--- src/rtl/threshold_pkg.sv ---
// threshold_pkg: shared combine-mode type and bound reset values for multi_channel_threshold
package threshold_pkg;

    typedef enum logic {COMB_AND, COMB_OR} combine_t;

    // Wide enough for any sensible pixel width; users slice the low PIXEL_W bits
    localparam int MAX_BOUND_W = 64;
    localparam logic [MAX_BOUND_W-1:0] LOWER_RST = '0;
    localparam logic [MAX_BOUND_W-1:0] UPPER_RST = '1;

endpackage

--- src/rtl/channel_compare.sv ---
// channel_compare: single-channel (lower, upper] band test with a registered result
module channel_compare #(
    parameter int PIXEL_W = 8
) (
    input  logic               clk,
    input  logic               rst_n,
    input  logic               valid_i,
    input  logic [PIXEL_W-1:0] pixel_i,
    input  logic [PIXEL_W-1:0] lower_i,
    input  logic [PIXEL_W-1:0] upper_i,
    output logic               in_band_o
);

    logic in_band_q;

    // Register the in-band flag, held low on idle beats so downstream sees clean zeros
    always_ff @(posedge clk or negedge rst_n)
        if (!rst_n) in_band_q <= 1'b0;
        else in_band_q <= valid_i && (pixel_i > lower_i) && (pixel_i <= upper_i);

    assign in_band_o = in_band_q;

endmodule

--- src/rtl/multi_channel_threshold.sv ---
// multi_channel_threshold: pipelined per-channel band threshold with combine, invert and frame mask count
module multi_channel_threshold
    import threshold_pkg::*;
#(
    parameter int PIXEL_W = 8,
    parameter int NUM_CH  = 3,
    parameter int COUNT_W = 20,
    localparam int CH_W   = (NUM_CH > 1) ? $clog2(NUM_CH) : 1
) (
    input  logic                      clk,
    input  logic                      rst_n,
    input  logic                      pixel_valid_in,
    input  logic [NUM_CH*PIXEL_W-1:0] pixel_in,
    input  logic                      sof_in,
    input  logic                      eof_in,
    input  logic                      cfg_we,
    input  logic [CH_W-1:0]           cfg_ch,
    input  logic [PIXEL_W-1:0]        cfg_lower,
    input  logic [PIXEL_W-1:0]        cfg_upper,
    input  logic                      cfg_mode_we,
    input  logic                      cfg_combine,
    input  logic                      cfg_invert,
    output logic                      mask_valid_out,
    output logic                      mask_out,
    output logic [NUM_CH-1:0]         ch_mask_out,
    output logic                      sof_out,
    output logic                      eof_out,
    output logic [COUNT_W-1:0]        count_out,
    output logic                      count_valid
);

    localparam logic [PIXEL_W-1:0] LO_RST = LOWER_RST[PIXEL_W-1:0];
    localparam logic [PIXEL_W-1:0] HI_RST = UPPER_RST[PIXEL_W-1:0];

    logic              sof_beat;
    logic [NUM_CH-1:0] ch1;
    combine_t          stg_comb_q, act_comb_q, comb1_q;
    logic              stg_inv_q, act_inv_q, inv1_q;
    logic              v1_q, sof1_q, eof1_q;
    logic              v2_q, sof2_q, eof2_q, mask2_q;
    logic [NUM_CH-1:0] ch2_q;
    logic              comb_raw;
    logic [COUNT_W-1:0] acc_q, acc_d, count_q;
    logic              count_v_q;

    assign sof_beat = pixel_valid_in && sof_in;

    // Mode staging takes cfg writes; active copies staging on each accepted SOF
    always_ff @(posedge clk or negedge rst_n)
        if (!rst_n) begin
            stg_comb_q <= COMB_AND;
            stg_inv_q  <= 1'b0;
            act_comb_q <= COMB_AND;
            act_inv_q  <= 1'b0;
        end else begin
            if (cfg_mode_we) begin
                stg_comb_q <= combine_t'(cfg_combine);
                stg_inv_q  <= cfg_invert;
            end
            if (sof_beat) begin
                act_comb_q <= stg_comb_q;
                act_inv_q  <= stg_inv_q;
            end
        end

    for (genvar c = 0; c < NUM_CH; c++) begin : g_ch
        logic [PIXEL_W-1:0] stg_lo_q, stg_hi_q, act_lo_q, act_hi_q;
        logic               sel;
        assign sel = cfg_we && (cfg_ch == CH_W'(c));
        // Per-channel bound shadowing; the SOF pixel itself sees staging directly
        always_ff @(posedge clk or negedge rst_n)
            if (!rst_n) begin
                stg_lo_q <= LO_RST;
                stg_hi_q <= HI_RST;
                act_lo_q <= LO_RST;
                act_hi_q <= HI_RST;
            end else begin
                if (sel) begin
                    stg_lo_q <= cfg_lower;
                    stg_hi_q <= cfg_upper;
                end
                if (sof_beat) begin
                    act_lo_q <= stg_lo_q;
                    act_hi_q <= stg_hi_q;
                end
            end
        channel_compare #(.PIXEL_W(PIXEL_W)) u_cmp (
            .clk       (clk),
            .rst_n     (rst_n),
            .valid_i   (pixel_valid_in),
            .pixel_i   (pixel_in[c*PIXEL_W +: PIXEL_W]),
            .lower_i   (sof_beat ? stg_lo_q : act_lo_q),
            .upper_i   (sof_beat ? stg_hi_q : act_hi_q),
            .in_band_o (ch1[c])
        );
    end

    // Stage 1 sideband: carries the mode in force for each pixel alongside its compare
    always_ff @(posedge clk or negedge rst_n)
        if (!rst_n) begin
            v1_q    <= 1'b0;
            sof1_q  <= 1'b0;
            eof1_q  <= 1'b0;
            comb1_q <= COMB_AND;
            inv1_q  <= 1'b0;
        end else begin
            v1_q    <= pixel_valid_in;
            sof1_q  <= sof_beat;
            eof1_q  <= pixel_valid_in && eof_in;
            comb1_q <= sof_beat ? stg_comb_q : act_comb_q;
            inv1_q  <= sof_beat ? stg_inv_q : act_inv_q;
        end

    assign comb_raw = (comb1_q == COMB_OR) ? |ch1 : &ch1;

    // Stage 2: combine/invert and forward sideband; mask forced low on idle beats
    always_ff @(posedge clk or negedge rst_n)
        if (!rst_n) begin
            v2_q    <= 1'b0;
            sof2_q  <= 1'b0;
            eof2_q  <= 1'b0;
            ch2_q   <= '0;
            mask2_q <= 1'b0;
        end else begin
            v2_q    <= v1_q;
            sof2_q  <= sof1_q;
            eof2_q  <= eof1_q;
            ch2_q   <= ch1;
            mask2_q <= v1_q && (comb_raw ^ inv1_q);
        end

    // Saturating frame accumulator fed by stage-2 beats; SOF restarts from this beat's mask
    always_comb begin
        acc_d = acc_q;
        if (v2_q)
            acc_d = sof2_q ? COUNT_W'(mask2_q) : (&acc_q ? acc_q : acc_q + COUNT_W'(mask2_q));
    end

    // Publish the final accumulator the cycle after a stage-2 EOF
    always_ff @(posedge clk or negedge rst_n)
        if (!rst_n) begin
            acc_q     <= '0;
            count_q   <= '0;
            count_v_q <= 1'b0;
        end else begin
            acc_q     <= acc_d;
            count_v_q <= v2_q && eof2_q;
            if (v2_q && eof2_q) count_q <= acc_d;
        end

    assign mask_valid_out = v2_q;
    assign mask_out       = mask2_q;
    assign ch_mask_out    = ch2_q;
    assign sof_out        = sof2_q;
    assign eof_out        = eof2_q;
    assign count_out      = count_q;
    assign count_valid    = count_v_q;

endmodule

--- config.mk ---
export PLATFORM = sky130hd
export DESIGN_NAME = multi_channel_threshold
export DESIGN_NICKNAME = d
export VERILOG_FILES = /design/src/rtl/threshold_pkg.sv /design/src/rtl/channel_compare.sv /design/src/rtl/multi_channel_threshold.sv
export SDC_FILE = /design/constraint.sdc
export NUM_CORES = 1
export LEC_CHECK = 0
export BUFFER_PORTS_ARGS = -buffer_cell sky130_fd_sc_hd__buf_2
export CAP_MARGIN = 20
export CORE_MARGIN = 8
export CORE_UTILIZATION = 45
export DETAILED_ROUTE_END_ITERATION = 10
export GPL_ROUTABILITY_DRIVEN = 0
export HOLD_SLACK_MARGIN = 0.15
export PLACE_DENSITY_LB_ADDON = 0.15
export SKIP_CTS_REPAIR_TIMING = 1
export SYNTH_ARGS = -nofsm -noshare
export SYNTH_HDL_FRONTEND = slang
export SYNTH_SLANG_ARGS = --single-unit
--- constraint.sdc ---
create_clock -name clk -period 2.54 [get_ports clk]
set_clock_uncertainty 0.15 [all_clocks]
set_input_delay 0.127 -clock clk [delete_from_list [all_inputs] [get_ports clk]]
set_output_delay 0.127 -clock clk [all_outputs]
set_load 0.02 [all_outputs]
# Yosys cells after proc, flatten, opt, wreduce, memory -nomap -nowiden
# Index checks and enable logic that the tools add are counted.
# W data, S select, Z words.
# word_totals
reg_bits	154
out_inout_bits	28
# classes
addsub	1
magnitude_cmp	6
n_eq_ne	2
n_mux	12
bitwise_logic	1
reduce_logical	17
# op_table
op	n
$mux W20	3
$mux W8	6
$gt A8 B8 Y1	3
$le A8 B8 Y1	3
$add A20 B1 Y20	1
$reduce_and A20 Y1	1
$logic_and A1 B1 Y1	13
$mux W1	3
$reduce_and A3 Y1	1
$reduce_or A3 Y1	1
$eq A2 B1 Y1 const B	1
$eq A2 B2 Y1 const B	1
$logic_not A2 Y1	1
$xor A1 B1 Y1	1

# Longest topological paths before layout
# Gate-level depths: netlist of the first run.
# logic_depth
ltp_word	5
depth_mapped	11

# By module
# A second synthesis of the first run with hierarchy kept.
# hier_totals
hier_cells	608
hier_area_um2	7384.6
# by_module_without_submodules
mod	instances	cells_each	area_each_um2	seq_area_each_um2
multi_channel_threshold	1	440	6100.9	3838.7
channel_compare	3	56	427.9	25.0

# Worst setup path after synthesis of the first run
# Ideal clock, no wire load.
# synth_timing
kind	input-to-reg
from	input pixel_valid_in
to	register g_ch[2].u_cmp.in_band_q
setup_time_ps	94
arrival_time_ps	1987
t_required_ps	2296
path_slack_ps	309
path_stages	9
path_buffers	1
path_cell_list	nand2_1 > buf_1 > mux2i_1 > ha_1 > a21o_1 > a21o_1 > a21oi_1 > o21ai_0 > a211oi_1
# synth_via
elab_chain_cells	5
elab_cells_between_ends	7
# synth_rtl
element	line	text
start, declared	multi_channel_threshold.sv:12	input logic pixel_valid_in,
$logic_and A1 B1 Y1	multi_channel_threshold.sv:46	assign sof_beat = pixel_valid_in && sof_in;
$mux W8	n/a	
$gt A8 B8 Y1	channel_compare.sv:19	else in_band_q <= valid_i && (pixel_i > lower_i) && (pixel_i <= upper_i);
$logic_and A1 B1 Y1	channel_compare.sv:19	
$logic_and A1 B1 Y1 (*)	channel_compare.sv:19	
end signal, assigned	channel_compare.sv:19	
end, declared	channel_compare.sv:14	logic in_band_q;
# Mark *: on every way between the ends. The rest lies on a longest branch, timed or not.
# A chain may end at the register's enable or synchronous reset.

# Worst setup path after layout of the first run
# layout_timing
from	register acc_q[10]
to	register count_q[8] (netlist: count_out[8])
# layout_via
elab_chain_cells	4
# layout_rtl
element	line	text
start, declared	multi_channel_threshold.sv:43	logic [COUNT_W-1:0] acc_q, acc_d, count_q;
start signal, assigned	multi_channel_threshold.sv:142	acc_q <= '0;
start signal, assigned	multi_channel_threshold.sv:146	acc_q <= acc_d;
$reduce_and A20 Y1	multi_channel_threshold.sv:136	acc_d = sof2_q ? COUNT_W'(mask2_q) : (&acc_q ? acc_q : acc_q + COUNT_W'(mask2_q));
$mux W20 (2 in series)	multi_channel_threshold.sv:136	
$mux W20	multi_channel_threshold.sv:135	if (v2_q)
end signal, assigned	multi_channel_threshold.sv:143	count_q <= '0;
end signal, assigned	multi_channel_threshold.sv:148	if (v2_q && eof2_q) count_q <= acc_d;
end, declared	multi_channel_threshold.sv:43	
# Every way passes these cells.

==> results by group, run 1 <==
Synth
  • Synth top area cells: dfrtp_1 37%, dfstp_2 18%, mux2_2 11%
  • Avg Cell Area, Syn: 12.1 µm²
  • Sequential area share after synthesis: 0.545
  • Netlist cell types: 42
  • Yosys top cell area share: 0.369
  • Flops & latches, synth: 154
  • Cells after synthesis: 593
  • Synthesized area: 7180 µm²
  • Most used DFF post-synth: dfrtp_1
  • Yosys warning total: 0
  • Top-count cell post-synth: dfrtp_1
  • Syn Nets: 694
  • Post-synth top area cell: dfrtp_1
  • Asr flop ratio synth: 1.00
  • Synth cell count leaders: 106 x dfrtp_1, 67 x mux2_2, 51 x inv_1
  • Post-synth EDFFs: 0

Worst setup path
  • Crit Path Class: flop to flop
  • Family with the most delay on the worst path: simple AND/OR/NAND/NOR gates
  • WP data arrival: 2.44 ns
  • Reg2Reg Setup Slack: 0.23 ns
  • Max incr delay on CP: 0.43 ns
  • Launch point of the worst path: acc_q[10]
  • Crit path cell chain: and3_1 -> nand4_1 -> nor4_2 -> buf_4 -> nor3_1 -> xnor2_1 -> o21ai_0
  • Slowest cell on crit path: nor4_2
  • Worst path required time: 2.67 ns
  • Critical Path Sink Type: flop
  • CP bufs+invs: 1
  • Setup crit start kind: flop
  • CP Max Fanout: 5
  • Launching point of the worst reg2reg path: acc_q[10]

Detailed routing
  • First drt pass iteration count: 4
  • Post-DRT Antenna Nets: 0
  • Vias/cell: 5.03
  • Drt initial violations: 177
  • Final wirelength: 15300 µm
  • Remaining routing DRC violations: 0
  • Vias: 4801
  • Met2 routed WL: 7850 µm
  • Top sig layer: met4
  • Met3 wire len: 526 µm
  • WL met1: 6650 µm
  • WL/cell: 16.0 µm

Floorplan
  • Core Area: 15700 µm²
  • Die height: 142 µm
  • Initial Util: 0.457
  • DIE WIDTH: 142 µm
  • DIE AREA: 20300 µm²
  • # rows: 46
  • Boundary pin count: 79

Placement
  • Count of buffers from port buffering: 78
  • Final HPWL DP: 11500 µm
  • Dpl ws: 0.139 ns
  • DP Cell Count: 889

Finish
  • Nets: 827
  • Final Util: 0.570
  • Post-route insts no fill: 955
  • Ant diodes: 0
  • Share of cells above drive strength 1: 0.350
  • Area grow syn2layout: 24.7%

STA
  • Achievable frequency: 0.433 GHz
  • Setup TNS: 0 ns
  • RSZ-0062 raised after global routing: no
  • Worst slew pin tran: 0.526 ns
  • Fin crit share: 0.909
  • Tmin final: 2.31 ns
  • Slew margin rel.: 0.649
  • Final Max Tran Viols: 0
  • Final-report hold violation count: 0
  • # setup viols final: 0
  • Final worst slack: 0.232 ns

Global route
  • All-layer global routing usage: 0.157
  • Via count of the first global-routing pass: 5008
  • Pin count of the biggest net entering global routing: 58
  • First-pass GRT wire length: 24700 µm
  • Remaining Overflow, GRT: 0
  • Initial antenna violation count: 0

Clock tree
  • CTS Buffer Depth: 2
  • Worst-path clk slew: 0.06 ns
  • Sink Count: 154
  • CTS tree: yes
  • Number of H-tree levels: 4
  • CTS buffer count: 17
  • Worst-Skew Late Latency: 0.42 ns
  • Root Buffer: clkbuf_16

Power
  • Cell-internal power: 5.49 mW
  • Psw: 1.89 mW
  • Pwr/cell area: 824 nW/µm²
  • Comb power frac: 0.195
  • Sequential power share: 0.438
  • Worst VDD drop: 0.000497 V
  • Clock power frac: 0.367
  • Sw Share: 0.256
  • LEAKAGE: 4.45 nW

Run
  • Max cap viols: 0

Status
  • Status: complete, no violations

Hold path
  • Worst min-delay path class: input pin to asynchronous set/reset pin
## per-stage QoR
stage | total power, mW | cell area (µm²) | hold slack [ns]
6_report | 7.38 | 8950 | 0.101
5_1_grt | 7.81 | 8950 | 0.158
4_1_cts | 7.40 | 8600 | -0.481
3_5_place_dp | 4.65 | 7960 | -0.0271
3_3_place_gp | 4.58 | 7960 | -0.0271
2_1_floorplan | 4.18 | 7180 | -0.319
## cell usage in the layout (no fill, tap or decap), types with 3 or more instances in the layout
cell type and count:
a211oi_1 4, a21o_1 12, a21oi_1 22, and2_1 5, and4_1 3, buf_2 77, buf_4 17, bufinv_16 4
clkbuf_16 17, clkbuf_8 4, dfrtp_1 106, dfstp_2 48, dlygate4sd3_1 34, ha_1 50, inv_1 51, mux2_2 67
mux2i_1 37, nand2_1 29, nand2b_1 6, nand3_1 6, nand4_1 20, nor2_1 21, nor2b_1 7, nor3_1 7
o21a_1 3, o21ai_0 29, o31ai_1 3, or2_2 5, xnor2_1 3, xor2_1 10
## cell type report
cell class                      count  area (µm²)
Clock inverter                     10         164
Multi-Input combinational cell    371        3020
Clock buffer                       22         484
Inverter                           51         191
Tap cell                          216         270
Timing Repair Buffer              131         905
Sequential cell                   154        3910
Fill cell                        1331        6760
## routing by layer
| layer | up-vias | track usage |
|---|---|---|
| met1 | 2364 | 0.182 |
| met5 | - | 0 |
| met3 | 18 | 0.0372 |
| met4 | 0 | 0.0565 |
| li1 | 2347 | - |
| met2 | 72 | 0.277 |
## path summary, 6_finish.rpt
check / endpoint / cells after the start
max: count_out[8] / 7
min: g_ch[1].act_lo_q[6] / 2
max reg2reg: count_out[8] / 7
min reg2reg: sof_out / 0
max in group asynchronous: g_ch[0].act_hi_q[2] / 3
min in group clk: g_ch[2].u_cmp.in_band_o / 5
## sequential cells by signal (all words and copies together) (netlist names)
name                  count
g_ch.stg_lo_q            24
inv1_q                    1
eof_out                   1
count_valid               1
stg_comb_q                1
g_ch.act_lo_q            24
count_out                20
eof1_q                    1
sof1_q                    1
mask_out                  1
v1_q                      1
g_ch.u_cmp.in_band_o      3
g_ch.act_hi_q            24
mask_valid_out            1
g_ch.stg_hi_q            24
acc_q                    20
stg_inv_q                 1
sof_out                   1
ch_mask_out               3
comb1_q                   1
## logic make-up after synthesis
kind of cell / count (synthesis) / synth area share
compound gates: 83 / 0.0709
xor+xnor: 13 / 0.0159
fa+ha+maj: 50 / 0.0871
buf+inv: 68 / 0.0357
flops: 154 / 0.545
mux: 104 / 0.157
simple gates: 121 / 0.0885
## power by group through the flow
stage	Combinational, mW	Sequential (mW)	Clock [mW]
after floorplan	0.943	3.24	0
after global placement	1.33	3.25	0
after detailed placement	1.38	3.27	0
after CTS	1.39	3.23	2.77
after global routing	1.65	3.28	2.88
final	1.44	3.23	2.71
Note: power is estimated with default switching activity, not from simulation.
==> run 2: changes to the inputs <==
- RECOVER_POWER: default -> 50
==> results by group, run 2 (synthesis results as in run 1) <==
Status
  • Status: complete, no violations

Floorplan
  • Core Area: 15700 µm² (unchanged)
  • DIE WIDTH: 142 µm (unchanged)
  • Initial Util: 0.457 (unchanged)
  • # rows: 46 (unchanged)
  • Boundary pin count: 79 (unchanged)
  • Die height: 142 µm (unchanged)
  • DIE AREA: 20300 µm² (unchanged)

Global route
  • Pin count of the biggest net entering global routing: 58 (unchanged)
  • Initial antenna violation count: 0 (unchanged)
  • All-layer global routing usage: 0.157 (unchanged)
  • First-pass GRT wire length: 24700 µm (unchanged)
  • Via count of the first global-routing pass: 5008 (unchanged)
  • Remaining Overflow, GRT: 0 (unchanged)

STA
  • Final Max Tran Viols: 0 (unchanged)
  • Final-report hold violation count: 0 (unchanged)
  • Final worst slack: 0.224 ns (-0.00826 ns)
  • RSZ-0062 raised after global routing: no
  • Worst slew pin tran: 1.42 ns (+0.890 ns)
  • Fin crit share: 0.912 (+0.00325)
  • Setup TNS: 0 ns (unchanged)
  • Achievable frequency: 0.432 GHz (-0.36%)
  • Tmin final: 2.32 ns (+0.00826 ns)
  • # setup viols final: 0 (unchanged)
  • Slew margin rel.: 0.0557 (-0.594)

Worst setup path
  • Worst path required time: 2.68 ns (about the same)
  • CP Max Fanout: 5 (unchanged)
  • Worst reg2reg path depth: 7 (unchanged)
  • Crit Path Class: flop to flop
  • Setup crit start kind: flop
  • WP data arrival: 2.45 ns (about the same)
  • Critical Path Sink Type: flop

Clock tree
  • Worst-path clk slew: 0.06 ns (about the same)
  • Worst-Skew Late Latency: 0.42 ns (about the same)
  • CTS buffer count: 17 (unchanged)
  • Sink Count: 154 (unchanged)
  • Root Buffer: clkbuf_16
  • Number of H-tree levels: 4 (unchanged)
  • CTS Buffer Depth: 2 (unchanged)
  • CTS tree: yes

Placement
  • Final HPWL DP: 11500 µm (unchanged)
  • Count of buffers from port buffering: 78 (unchanged)
  • Placed Area: 7960 µm² (unchanged)
  • Dpl ws: 0.139 ns (unchanged)

Power
  • Design Power: 7.36 mW (-0.19%)
  • Pwr/cell area: 827 nW/µm² (+0.34%)
  • Worst VDD drop: 0.000500 V (+0.59%)
  • LEAKAGE: 4.39 nW (-1.2%)

Finish
  • Area grow syn2layout: 24.0%
  • Final Util: 0.567 (-0.00303)
  • Commonest non-fill, non-tap cell in the layout: dfrtp_1
  • Nets: 827 (unchanged)
  • Most frequent cells in the layout: 106 x dfrtp_1, 68 x buf_2, 62 x mux2_2
  • Share of cells above drive strength 1: 0.310 (-0.0406)
  • Ant diodes: 0 (unchanged)
  • Final Cell Area: 8900 µm² (-0.53%)

Detailed routing
  • Drt initial violations: 194 (+9.6%)
  • Vias/cell: 5.02 (-0.15%)
  • First drt pass iteration count: 4 (unchanged)
  • Vias: 4794 (-0.15%)
  • Final wirelength: 15300 µm (+0.23%)
  • Post-DRT Antenna Nets: 0 (unchanged)
  • Remaining routing DRC violations: 0 (unchanged)
  • WL/cell: 16.0 µm (+0.23%)

Hold path
  • Worst min-delay path class: input pin to flop
  • Hold Path Depth: 5

Run
  • Max cap viols: 0 (unchanged)
-- run 2: cell count changes in the layout (fill, tap and decap cells not counted), moves of 5 or more --
cell,before,now
clkbuf_1,1,16
buf_2,77,68
dfstp_1,0,8
dfstp_2,48,40
buf_4,17,11
mux2_1,0,5
mux2_2,67,62
-- run 2: per-stage QoR --
step	std cells	hold slack (ns)
finish	955	0.117
CTS	921	-0.481
global route	955	0.164
floorplan	593	-0.319
global placement	889	-0.0271
detailed placement	889	-0.0271
-- run 2: critical path, stage by stage, from the launching register on --
cell and delay (ns):
dfrtp_1 0.40, and3_1 0.28, nand4_1 0.30, nor4_2 0.43, buf_4 0.20, nor3_1 0.05, xnor2_1 0.23, o21ai_0 0.13
-- run 2: path summary, 6_finish.rpt --
check,from,to,slack [ns]
min,pixel_in[19],g_ch[2].u_cmp.in_band_o,0.12
min reg2reg,sof1_q,sof_out,0.20
min in group asynchronous,rst_n,g_ch[1].act_lo_q[6],0.44
max,acc_q[10],count_out[8],0.22
max in group asynchronous,rst_n,comb1_q,0.62
max reg2reg,acc_q[10],count_out[8],0.22
-- run 2: area by class of cell --
| class | instances | area (µm²) |
|---|---|---|
| fillers | 1339 | 6810 |
| flip-flops and latches | 154 | 3910 |
| multi-input cells | 371 | 3020 |
| repair buffers | 131 | 865 |
| clock buffers | 22 | 484 |
| well taps | 216 | 270 |
| inverters | 51 | 191 |
| clock inverters | 10 | 164 |
-- run 2: report_power, final --
group	total (mW)	switching [mW]	leakage, nW	internal, mW
sequential	3.22	0.205	1.85	3.02
clock	2.72	0.966	0.317	1.75
combinational	1.42	0.724	2.22	0.701
total	7.36	1.89	4.39	5.47
-- run 2: metal layers --
metal  part of all wire  track usage  vias up
met4              0.017       0.0565        0
li1                   -            -     2350
met3              0.036       0.0372       18
met1               0.43        0.182     2347
met2               0.51        0.277       79
met5                  0            0        -
==> run 3: changes to the inputs <==
- CTS_CLUSTER_SIZE: default -> 20
- REMOVE_ABC_BUFFERS: default -> 1
==> results by group, run 3 (synthesis results as in run 1) <==
STA
  • Worst slew pin tran: 0.678 ns (-0.738 ns)
  • Slew margin rel.: 0.548 (+0.492)
  • Final-report hold violation count: 0 (unchanged)
  • Tmin final: 2.43 ns (+0.119 ns)
  • # setup viols final: 0 (unchanged)
  • Fin crit share: 0.959 (+0.0468)
  • Final worst slack: 0.105 ns (-0.119 ns)
  • Achievable frequency: 0.411 GHz (-4.9%)
  • Setup TNS: 0 ns (unchanged)
  • Final Max Tran Viols: 0 (unchanged)

Floorplan
  • Initial Util: 0.457 (unchanged)
  • Die height: 142 µm (unchanged)
  • DIE WIDTH: 142 µm (unchanged)
  • # rows: 46 (unchanged)
  • Core Area: 15700 µm² (unchanged)
  • DIE AREA: 20300 µm² (unchanged)
  • Boundary pin count: 79 (unchanged)

Power
  • Design Power: 7.19 mW (-2.4%)
  • Pwr/cell area: 805 nW/µm² (-2.6%)
  • Worst VDD drop: 0.000547 V (+9.4%)
  • LEAKAGE: 4.43 nW (+0.83%)

Clock tree
  • Worst-Skew Late Latency: 0.42 ns (about the same)
  • CTS tree: yes
  • Number of H-tree levels: 4 (unchanged)
  • Worst-path clk slew: 0.06 ns (about the same)
  • Root Buffer: clkbuf_16
  • CTS Buffer Depth: 2 (unchanged)
  • CTS buffer count: 17 (unchanged)
  • Sink Count: 154 (unchanged)

Worst setup path
  • WP data arrival: 2.59 ns (+0.14 ns)
  • Most frequent cell on the critical path: a21o_1
  • CP bufs+invs: 4 (+3)
  • Crit path cell chain: buf_2 -> nand2_2 -> dlygate4sd3_1 -> buf_4 -> mux2_2 -> inv_1 -> ha_1 -> a21o_1 -> a21o_1 -> a21oi_1 -> o21a_1 -> a211oi_1
  • Slowest cell on crit path: dlygate4sd3_1
  • Max incr delay on CP: 0.65 ns (+0.22 ns)
  • Setup crit start kind: input pin
  • CP Max Fanout: 7 (+2)
  • Worst path required time: 2.69 ns (about the same)
  • Crit Path Class: input pin to flop
  • Family with the most delay on the worst path: buffers and inverters
  • Critical Path Sink Type: flop

Global route
  • Met2 Track Usage GR: 0.294 (+0.0164)
  • Initial antenna violation count: 0 (unchanged)
  • First-pass GRT wire length: 25800 µm (+4.2%)
  • Met1 usage: 0.186 (+0.00358)
  • Met3 Resource Use GR: 0.0366 (-0.000671)
  • Gr busiest metal: met2
  • All-layer global routing usage: 0.164 (+0.00745)
  • Remaining Overflow, GRT: 0 (unchanged)
  • Pin count of the biggest net entering global routing: 76 (+31%)
  • Via count of the first global-routing pass: 5043 (+0.70%)

Finish
  • Most frequent cells in the layout: 106 x dfrtp_1, 75 x buf_2, 66 x mux2_2
  • Final Cell Area: 8920 µm² (+0.20%)
  • Ant diodes: 0 (unchanged)
  • Area grow syn2layout: 24.3%
  • Nets: 830 (+0.36%)
  • Share of cells above drive strength 1: 0.337 (+0.0270)
  • Commonest non-fill, non-tap cell in the layout: dfrtp_1
  • Final Util: 0.568 (+0.00111)

Detailed routing
  • Vias: 4846 (+1.1%)
  • Vias/cell: 5.06 (+0.77%)
  • First drt pass iteration count: 4 (unchanged)
  • Drt initial violations: 181 (-6.7%)
  • WL/cell: 16.4 µm (+2.3%)
  • Remaining routing DRC violations: 0 (unchanged)
  • Post-DRT Antenna Nets: 0 (unchanged)
  • Final wirelength: 15700 µm (+2.6%)

Run
  • Max cap viols: 0 (unchanged)

Status
  • Status: complete, no violations

Placement
  • Dpl ws: 0.119 ns (-0.0209 ns)
  • Final HPWL DP: 12000 µm (+3.5%)
  • Count of buffers from port buffering: 78 (unchanged)
  • Placed Area: 7960 µm² (about the same)

Hold path
  • Worst min-delay path class: input pin to flop
==> run 3: cell count changes in the layout (fill, tap and decap cells not counted), sizes merged <==
cell	delta
clkbuf	-9
bufinv	-2
dlygate4sd3	+2
buf	+14
inv	-1
clkinvlp	-1
==> run 3: final timing paths <==
check | to | slack (ns) | depth (start not counted) | startpoint
min in group asynchronous | count_out[10] | 0.16 | 2 | rst_n
worst max-delay path | g_ch[2].u_cmp.in_band_o | 0.11 | 12 | pixel_valid_in
worst min register to register | eof_out | 0.20 | 0 | eof1_q
worst min-delay path | g_ch[2].u_cmp.in_band_o | 0.09 | 5 | pixel_in[19]
worst max register to register | count_out[8] | 0.29 | 7 | acc_q[2]
max in group asynchronous | g_ch[0].act_hi_q[4] | 1.31 | 3 | rst_n
==> run 3: metal layers <==
metal,part of all wire,vias up
met5,0,-
met4,0.015,0
met3,0.036,16
met2,0.53,82
met1,0.42,2391
li1,-,2357
==> run 3: area by class of cell <==
class | count | area [µm²]
fill | 1342 | 6790
sequential | 154 | 3910
multi-input combinational | 371 | 3020
timing repair buffer | 134 | 926
clock buffer | 26 | 519
tap | 216 | 270
inverter | 51 | 191
clock inverter | 6 | 83.8
==> run 3: worst reg2reg max path, cell delays in order, from the launching register on <==
cell and delay (ns):
dfrtp_1 0.45, nand2_1 0.10, or3_4 0.41, nor4_1 0.44, buf_4 0.20, nor3_1 0.05
xnor2_1 0.20, o21ai_0 0.13
==> run 3: through the flow <==
stage,hold WS [ns],std cells
2_1_floorplan,-0.319,576
3_3_place_gp,0.0410,890
3_5_place_dp,0.0471,890
4_1_cts,-0.400,922
5_1_grt,0.150,958
6_report,0.0935,958
==> run 3: report_power, final <==
group          internal (mW)  leakage [nW]  total (mW)  switching, mW
Sequential              3.02          1.85        3.23          0.206
Clock                   1.60         0.300        2.54          0.940
Combinational          0.687          2.27        1.42          0.730
